**src/rtl/imem_load_ctrl.sv**
```systemverilog
// Boot loader: receives a 4-byte little-endian word count followed by that many
// little-endian 32-bit words over a byte stream, and writes them to instruction memory.
// Latency: each memory write is issued one cycle after the last byte of its word is accepted.
//          In DONE, core stores pass to memory after one registered cycle.
// Backpressure: rx_ready is high for the whole load and low once it is DONE.
//               While a load runs, the core is stalled and its stores are dropped.
// Ports:
//   clk, rst                    - clock and synchronous active-high reset
//   rx_valid/rx_data/rx_ready   - byte stream from the UART receiver
//   reload                      - starts a new load (honoured only in DONE)
//   core_we/addr/wdata          - core stores to instruction memory (honoured only in DONE)
//   mem_we/addr/wdata           - instruction-memory write port
//   core_stall, load_done       - core run control
//   len_err                     - header count was clipped to MAX_WORDS
module imem_load_ctrl #(
  parameter logic [11:0] BASE      = 12'h000,
  parameter int          MAX_WORDS = 4096
) (
  input  logic        clk,
  input  logic        rst,
  input  logic        rx_valid,
  input  logic [7:0]  rx_data,
  output logic        rx_ready,
  input  logic        reload,
  input  logic        core_we,
  input  logic [11:0] core_addr,
  input  logic [31:0] core_wdata,
  output logic        mem_we,
  output logic [11:0] mem_addr,
  output logic [31:0] mem_wdata,
  output logic        core_stall,
  output logic        load_done,
  output logic        len_err
);

  localparam logic [31:0] MAX_W = 32'(MAX_WORDS);

  typedef enum logic [1:0] {HDR, DATA, DONE} state_t;

  state_t      state, state_nxt;
  logic [1:0]  byte_cnt;
  logic [11:0] word_idx;
  logic [31:0] count;
  logic [23:0] word_asm;
  logic [31:0] remaining;

  logic        rx_fire;
  logic        last_byte;
  logic [31:0] hdr_n;

  assign rx_fire   = rx_valid && rx_ready;
  assign last_byte = (byte_cnt == 2'd3);
  // Bytes shift in from the top, so the first byte ends up in bits 7:0.
  assign hdr_n     = {rx_data, count[31:8]};

  always_ff @(posedge clk) begin
    if (rst) state <= HDR;
    else     state <= state_nxt;
  end

  always_comb begin
    state_nxt  = state;
    rx_ready   = (state != DONE);
    core_stall = (state != DONE);
    load_done  = (state == DONE);
    case (state)
      HDR: begin
        if (rx_fire && last_byte)
          state_nxt = (hdr_n == 32'd0) ? DONE : DATA;
      end
      DATA: begin
        // Leave on the same edge that launches the final write.
        if (rx_fire && last_byte && remaining == 32'd1)
          state_nxt = DONE;
      end
      DONE: begin
        if (reload) state_nxt = HDR;
      end
      default: state_nxt = HDR;
    endcase
  end

  always_ff @(posedge clk) begin
    if (rst) begin
      byte_cnt  <= 2'd0;
      word_idx  <= 12'd0;
      count     <= 32'd0;
      word_asm  <= 24'd0;
      remaining <= 32'd0;
      mem_we    <= 1'b0;
      mem_addr  <= 12'd0;
      mem_wdata <= 32'd0;
      len_err   <= 1'b0;
    end else begin
      mem_we <= 1'b0;
      case (state)
        HDR: begin
          if (rx_fire) begin
            byte_cnt <= byte_cnt + 2'd1;
            count    <= hdr_n;
            if (last_byte) begin
              remaining <= (hdr_n > MAX_W) ? MAX_W : hdr_n;
              word_idx  <= 12'd0;
              len_err   <= (hdr_n > MAX_W);
            end
          end
        end
        DATA: begin
          if (rx_fire) begin
            byte_cnt <= byte_cnt + 2'd1;
            word_asm <= {rx_data, word_asm[23:8]};
            if (last_byte) begin
              mem_we    <= 1'b1;
              mem_addr  <= BASE + word_idx;
              mem_wdata <= {rx_data, word_asm};
              word_idx  <= word_idx + 12'd1;
              remaining <= remaining - 32'd1;
            end
          end
        end
        DONE: begin
          // Core stores are still honoured in the cycle a reload is requested.
          mem_we <= core_we;
          if (core_we) begin
            mem_addr  <= core_addr;
            mem_wdata <= core_wdata;
          end
          if (reload) begin
            byte_cnt <= 2'd0;
            word_idx <= 12'd0;
            count    <= 32'd0;
            len_err  <= 1'b0;
          end
        end
        default: ;
      endcase
    end
  end

endmodule

```
**config.mk**
```make
export PLATFORM = sky130hd
export DESIGN_NAME = imem_load_ctrl
export DESIGN_NICKNAME = d
export VERILOG_FILES = /design/src/rtl/imem_load_ctrl.sv
export SDC_FILE = /design/constraint.sdc
export NUM_CORES = 1
export LEC_CHECK = 0
export BUFFER_PORTS_ARGS = -buffer_cell sky130_fd_sc_hd__buf_2
export CAP_MARGIN = 10
export CORE_MARGIN = 4
export CORE_UTILIZATION = 40
export DETAILED_ROUTE_END_ITERATION = 16
export SYNTH_ARGS = -nofsm -noshare
export SYNTH_HDL_FRONTEND = slang
export SYNTH_SLANG_ARGS = --single-unit
```
**constraint.sdc**
```tcl
create_clock -name clk -period 4.49 [get_ports clk]
set_input_delay 1.347 -clock clk [delete_from_list [all_inputs] [get_ports clk]]
set_output_delay 1.347 -clock clk [all_outputs]
set_load 0.005 [all_outputs]
```
* Yosys cells after proc, flatten, opt, wreduce, memory -nomap -nowiden
Index checks and enable logic that the tools add are counted.
** Storage, ports and cells
- Word-level logic and storage cells :: 84
- Register bits after elaboration :: 150
- Output and inout bits :: 49
- Bits of input ports :: 57
** Cells by class
- Mux-type cells :: 37
- Order comparisons :: 1
- Reduce and logical (&&, ||, !) cells :: 19
- Eq/ne operators :: 14
- Add/sub/neg operators :: 3
** Operators by type and width (number)
- $mux 32 :: 10
- $pmux 32 s2 :: 3
- $mux 12 :: 8
- $pmux 12 s3 :: 1
- $eq 32x1->1 const B :: 1
- $gt 32x13->1 const B :: 1
- $logic_not 32->1 :: 1
- $sub 32x1->32 const B :: 1
- $pmux 12 s2 :: 1
- $ne 2x2->1 const B :: 9
- $add 12x1->12 const B :: 1
- $mux 2 :: 5
- $reduce_and 3->1 :: 3
- $reduce_and 4->1 :: 2
- $reduce_bool 2->1 :: 4
- $pmux 2 s3 :: 1
- $reduce_and 6->1 :: 1
- $mux 1 :: 5
- $reduce_and 5->1 :: 1
- $eq 2x2->1 const B :: 2
- $pmux 1 s2 :: 2
- $pmux 2 s2 :: 1
- $logic_and 1x1->1 :: 3
- $reduce_bool 3->1 :: 1
- other kinds (6) :: 6

* Depth between registers and ports, before layout
- Word-level depth :: 6
- Gate-level depth with buffers :: 9

* Least setup slack after synthesis
OpenSTA, ideal clock, no wires.
- Kind :: in2reg
- From :: input port rx_data[1]
- To :: register remaining[1]
- Cell stages on the path :: 6
- Setup slack :: 1.549 ns
- Arrival time :: 2.855 ns
- Required time :: 4.404 ns
- Path buffers :: 1
- Library setup time :: 0.086 ns
- Cell sequence :: nor4_1 > nand3_1 > a2111oi_0 > buf_2 > a221oi_1 > a211oi_1
** On the way
- Cells in the longest elaborated chain, start to end :: 5
** RTL lines
- start, declared :: line 22 : input logic [7:0] rx_data,
- $gt 32x13->1 :: line 102 : remaining <= (hdr_n > MAX_W) ? MAX_W : hdr_n;
- $mux 32 :: line 102
- $mux 32 :: line 101 : if (last_byte) begin
- $mux 32 :: line 98 : if (rx_fire) begin
- $pmux 32 s2 :: line 96 : case (state)
- end signal, assigned :: line 102
- end signal, assigned :: line 117 : remaining <= remaining - 32'd1;
- end, declared :: line 45 : logic [31:0] remaining;
No other way between the ends. The select of a mux whose other input is x is not followed.
A chain may end at the register's enable or synchronous reset.

* Worst setup path in the final report
- From :: register state[0]
- To :: output port core_stall
** On the way
- Cells in the longest elaborated chain, start to end :: 1
** RTL lines
- start, declared :: line 40 : state_t state, state_nxt;
- start signal, assigned :: line 58 : else state <= state_nxt;
- $ne 2x2->1 :: line 64 : core_stall = (state != DONE);
- end, declared :: line 31 : output logic core_stall,
No other way between the ends.

==> impl_metrics.toml <==
[clock_network]
clk_latency_ns = 0.42
cts_max_level = 4
cts_tree = "built"
cts_resized = 0
path_clk_slew_ns = 0.06
cts.hold.buffers_added = 0
cts_setup_buffers = 0
cts_inserted_buffers = 17
cts-root-buf = "clkbuf_16"
clock_sinks = 142
cts_buffer_depth = 2

[timing]
worst_pin_slew_ns = 0.883
fmax_ghz = 0.319
fin_crit_sh = 0.699
hold_slack_ns = 0.454
finClkSkew_ns = 0.00752
post-route-min-period_ns = 3.14
final-setup-viol-count = 0
slew_headroom = 0.410
hold_viol = 0
slew_viol_final = 0
grt_setup_unrepaired = "false"
tns_ns = 0
setup_slack_ns = 1.35

[logic_synthesis]
synth_top_area_cell = "dfxtp_1"
synth_edf_count = 0
synth_top_cells_by_area = "dfxtp_1 (44%), nand2_1 (6.5%), a211oi_1 (6.2%), mux2i_1 (5.9%), a21oi_1 (5.6%)"
synth_nets = 844
async_reset_ff_frac = 0
yosysMostFrequentCell = "dfxtp_1"
ys_ff_latch = 142
syn_inst = 779
syn_area_um2 = 6450
synthTopCellsByCount = "dfxtp_1 (142), nand2_1 (112), nor2_1 (81)"
synth-seq-area-share = 0.441
avgSynthCellArea_um2 = 8.28
yosysTopAreaCellShare = 0.441
yosysWarningCount = 0
yosysUniqueCellTypes = 61
synth_ff_type = "dfxtp_1"

[critical_path]
critical-path-top-delay-family = "adder cells"
cp_max_fo = 34
worst-path-buf-inv = 3
worstSetupPathType = "flop to output port"
r2r_slack_ns = 1.71
reg2reg_depth = 7
crit_arrival_ns = 1.79
end_kind = "output port"
worstReg2RegEnd = "state[1]$_SDFFE_PP0P_"
r2r_start = "state[0]$_SDFFE_PP0P_"
setup.worst_path.start_class = "flop"
slowest_stage = "ha_4"
critPathMaxStageDelay_ns = 0.57
required_ns = 3.14
critical_path_depth = 4
cp_cell_sequence = "inv_1, ha_4, inv_1, buf_2"
timing.critical_path.mode_cell = "inv_1"

[global_route]
grt_pass1_vias = 5531
grt_start_max_net_pins = 89
grt_pass1_wl_mm = 28.4
grt_usage = 0.193
overflow = 0
antenna_found_initial = 1

[floorplanning]
row_count = 46
start_util = 0.408
io_pins = 106
die_area_um2 = 18200
core_area_um2 = 15800
die_x_um = 135
fp.dieH_um = 135

[routing]
drc = 0
routedWlPerCell_um = 16.0
drt_iter0_drc = 417
viasPerCell = 5.39
vias = 5877
ant_nets = 0
drtPass1Iterations = 5
wirelength_mm = 17.4

[placed_design]
dpl.hpwl_mm = 11.9
io_buffers = 105
routabilityCongestion = 0.848
place_ws_ns = 1.23

[run_status]
outcome = "complete, no violations"

[layout]
fin_nets = 925
post_route_cells_drive_above_1_share = 0.187
area_growth_pct = 21.1

[power]
cellLeakagePower_nw = 2.90
p_per_area_nw_per_um2 = 574
irDropWorstVdd_mv = 0.316

[hold_path]
hold_end = "word_asm[0]$_SDFFE_PP0P_"
hold_path.class = "flop to flop"
worstHoldStart = "word_asm[0]$_SDFFE_PP0P_"
min_path_cells = 2

[job]
maxCapViolations = 0
## metrics by stage
step | cells | utilization | instance area [um2] | total power, W
2_1_floorplan | 779 | - | 6450 | 0.00249
3_3_place_gp | 1057 | 0.453 | 7160 | 0.00296
3_5_place_dp | 1057 | 0.453 | 7160 | 0.00297
4_1_cts | 1089 | 0.493 | 7810 | 0.00452
5_1_grt | 1090 | 0.494 | 7810 | 0.00474
6_report | 1090 | 0.494 | 7810 | 0.00449
## how the worst max path moves through the flow
| stage | startpoint | to | slack [ns] |
|---|---|---|---|
| after floorplan | rx_data[1] | remaining[1]$_SDFFE_PP0P_ | 1.55 |
| after global routing | state[0]$_SDFFE_PP0P_ | core_stall | 1.23 |
| final | state[0]$_SDFFE_PP0P_ | core_stall | 1.35 |
| after global placement | rx_valid | state[1]$_SDFFE_PP0P_ | 1.24 |
| after CTS | state[0]$_SDFFE_PP0P_ | core_stall | 1.30 |
| after detailed placement | rx_valid | state[1]$_SDFFE_PP0P_ | 1.23 |
## area by class of cell
| cell class | count | area, um2 |
|---|---|---|
| Fill cell | 1544 | 8020 |
| Multi-Input combinational cell | 567 | 3360 |
| Sequential cell | 142 | 2840 |
| Timing Repair Buffer | 118 | 638 |
| Clock buffer | 18 | 429 |
| Tap cell | 216 | 270 |
| Clock inverter | 14 | 216 |
| Inverter | 14 | 52.6 |
| Antenna cell | 1 | 2.50 |
## report_power, final
| part | switching (W) | internal (W) | total, W |
|---|---|---|---|
| Clock | 0.000566 | 0.000986 | 0.00155 |
| Combinational | 0.000755 | 0.000510 | 0.00126 |
| Sequential | 0.000158 | 0.00151 | 0.00167 |
| Total | 0.00148 | 0.00301 | 0.00449 |
## state kept, by name, indices dropped and copies added, names as in the netlist
register   flops
count         24
remaining     32
state          2
mem_wdata     32
byte_cnt       2
len_err        1
word_idx      12
mem_addr      12
word_asm      24
mem_we         1
## worst reg2reg max path: stages (launching register included)
cell and delay (ns):
dfxtp_1 0.36, inv_1 0.11, ha_4 0.37, nand3b_1 0.54, or4_1 0.65, nor4_4 0.29
nor3_2 0.07, a2111oi_2 0.31
## per-layer routing
metal,global-route usage,up-vias,share of wire
li1,-,2986,-
met1,0.271,2745,0.49
met2,0.298,133,0.46
met3,0.0473,13,0.046
met4,0.0498,0,0.010
met5,0,-,0
## cell families (layout without fill, tap and decap cells)
family / count (synthesis) / count (layout) / synth area share
muxes: 38 / 38 / 0.0590
and+or+nand+nor: 317 / 317 / 0.232
AOI/OAI and AO/OA: 193 / 193 / 0.196
xor gates and xnor gates: 11 / 11 / 0.0149
DFF: 142 / 142 / 0.441
adders and majority gates: 8 / 8 / 0.0155
other: 0 / 1 / 0
buffers and inverters: 70 / 164 / 0.0419
## cell usage in the layout (no fill, tap or decap), drive strengths merged, types with 8 or more instances in the layout
cell type and n:
dfxtp 142, nand2 112, clkbuf 18, buf 118, nor3 20, a211oi 53
a21oi 72, nor2 82, o21ai 18, mux2i 38, inv 15, nor2b 14
nand3 31, ha 8, xnor2 8, nor4 17
No activity file was read; power rests on OpenSTA's default activity.
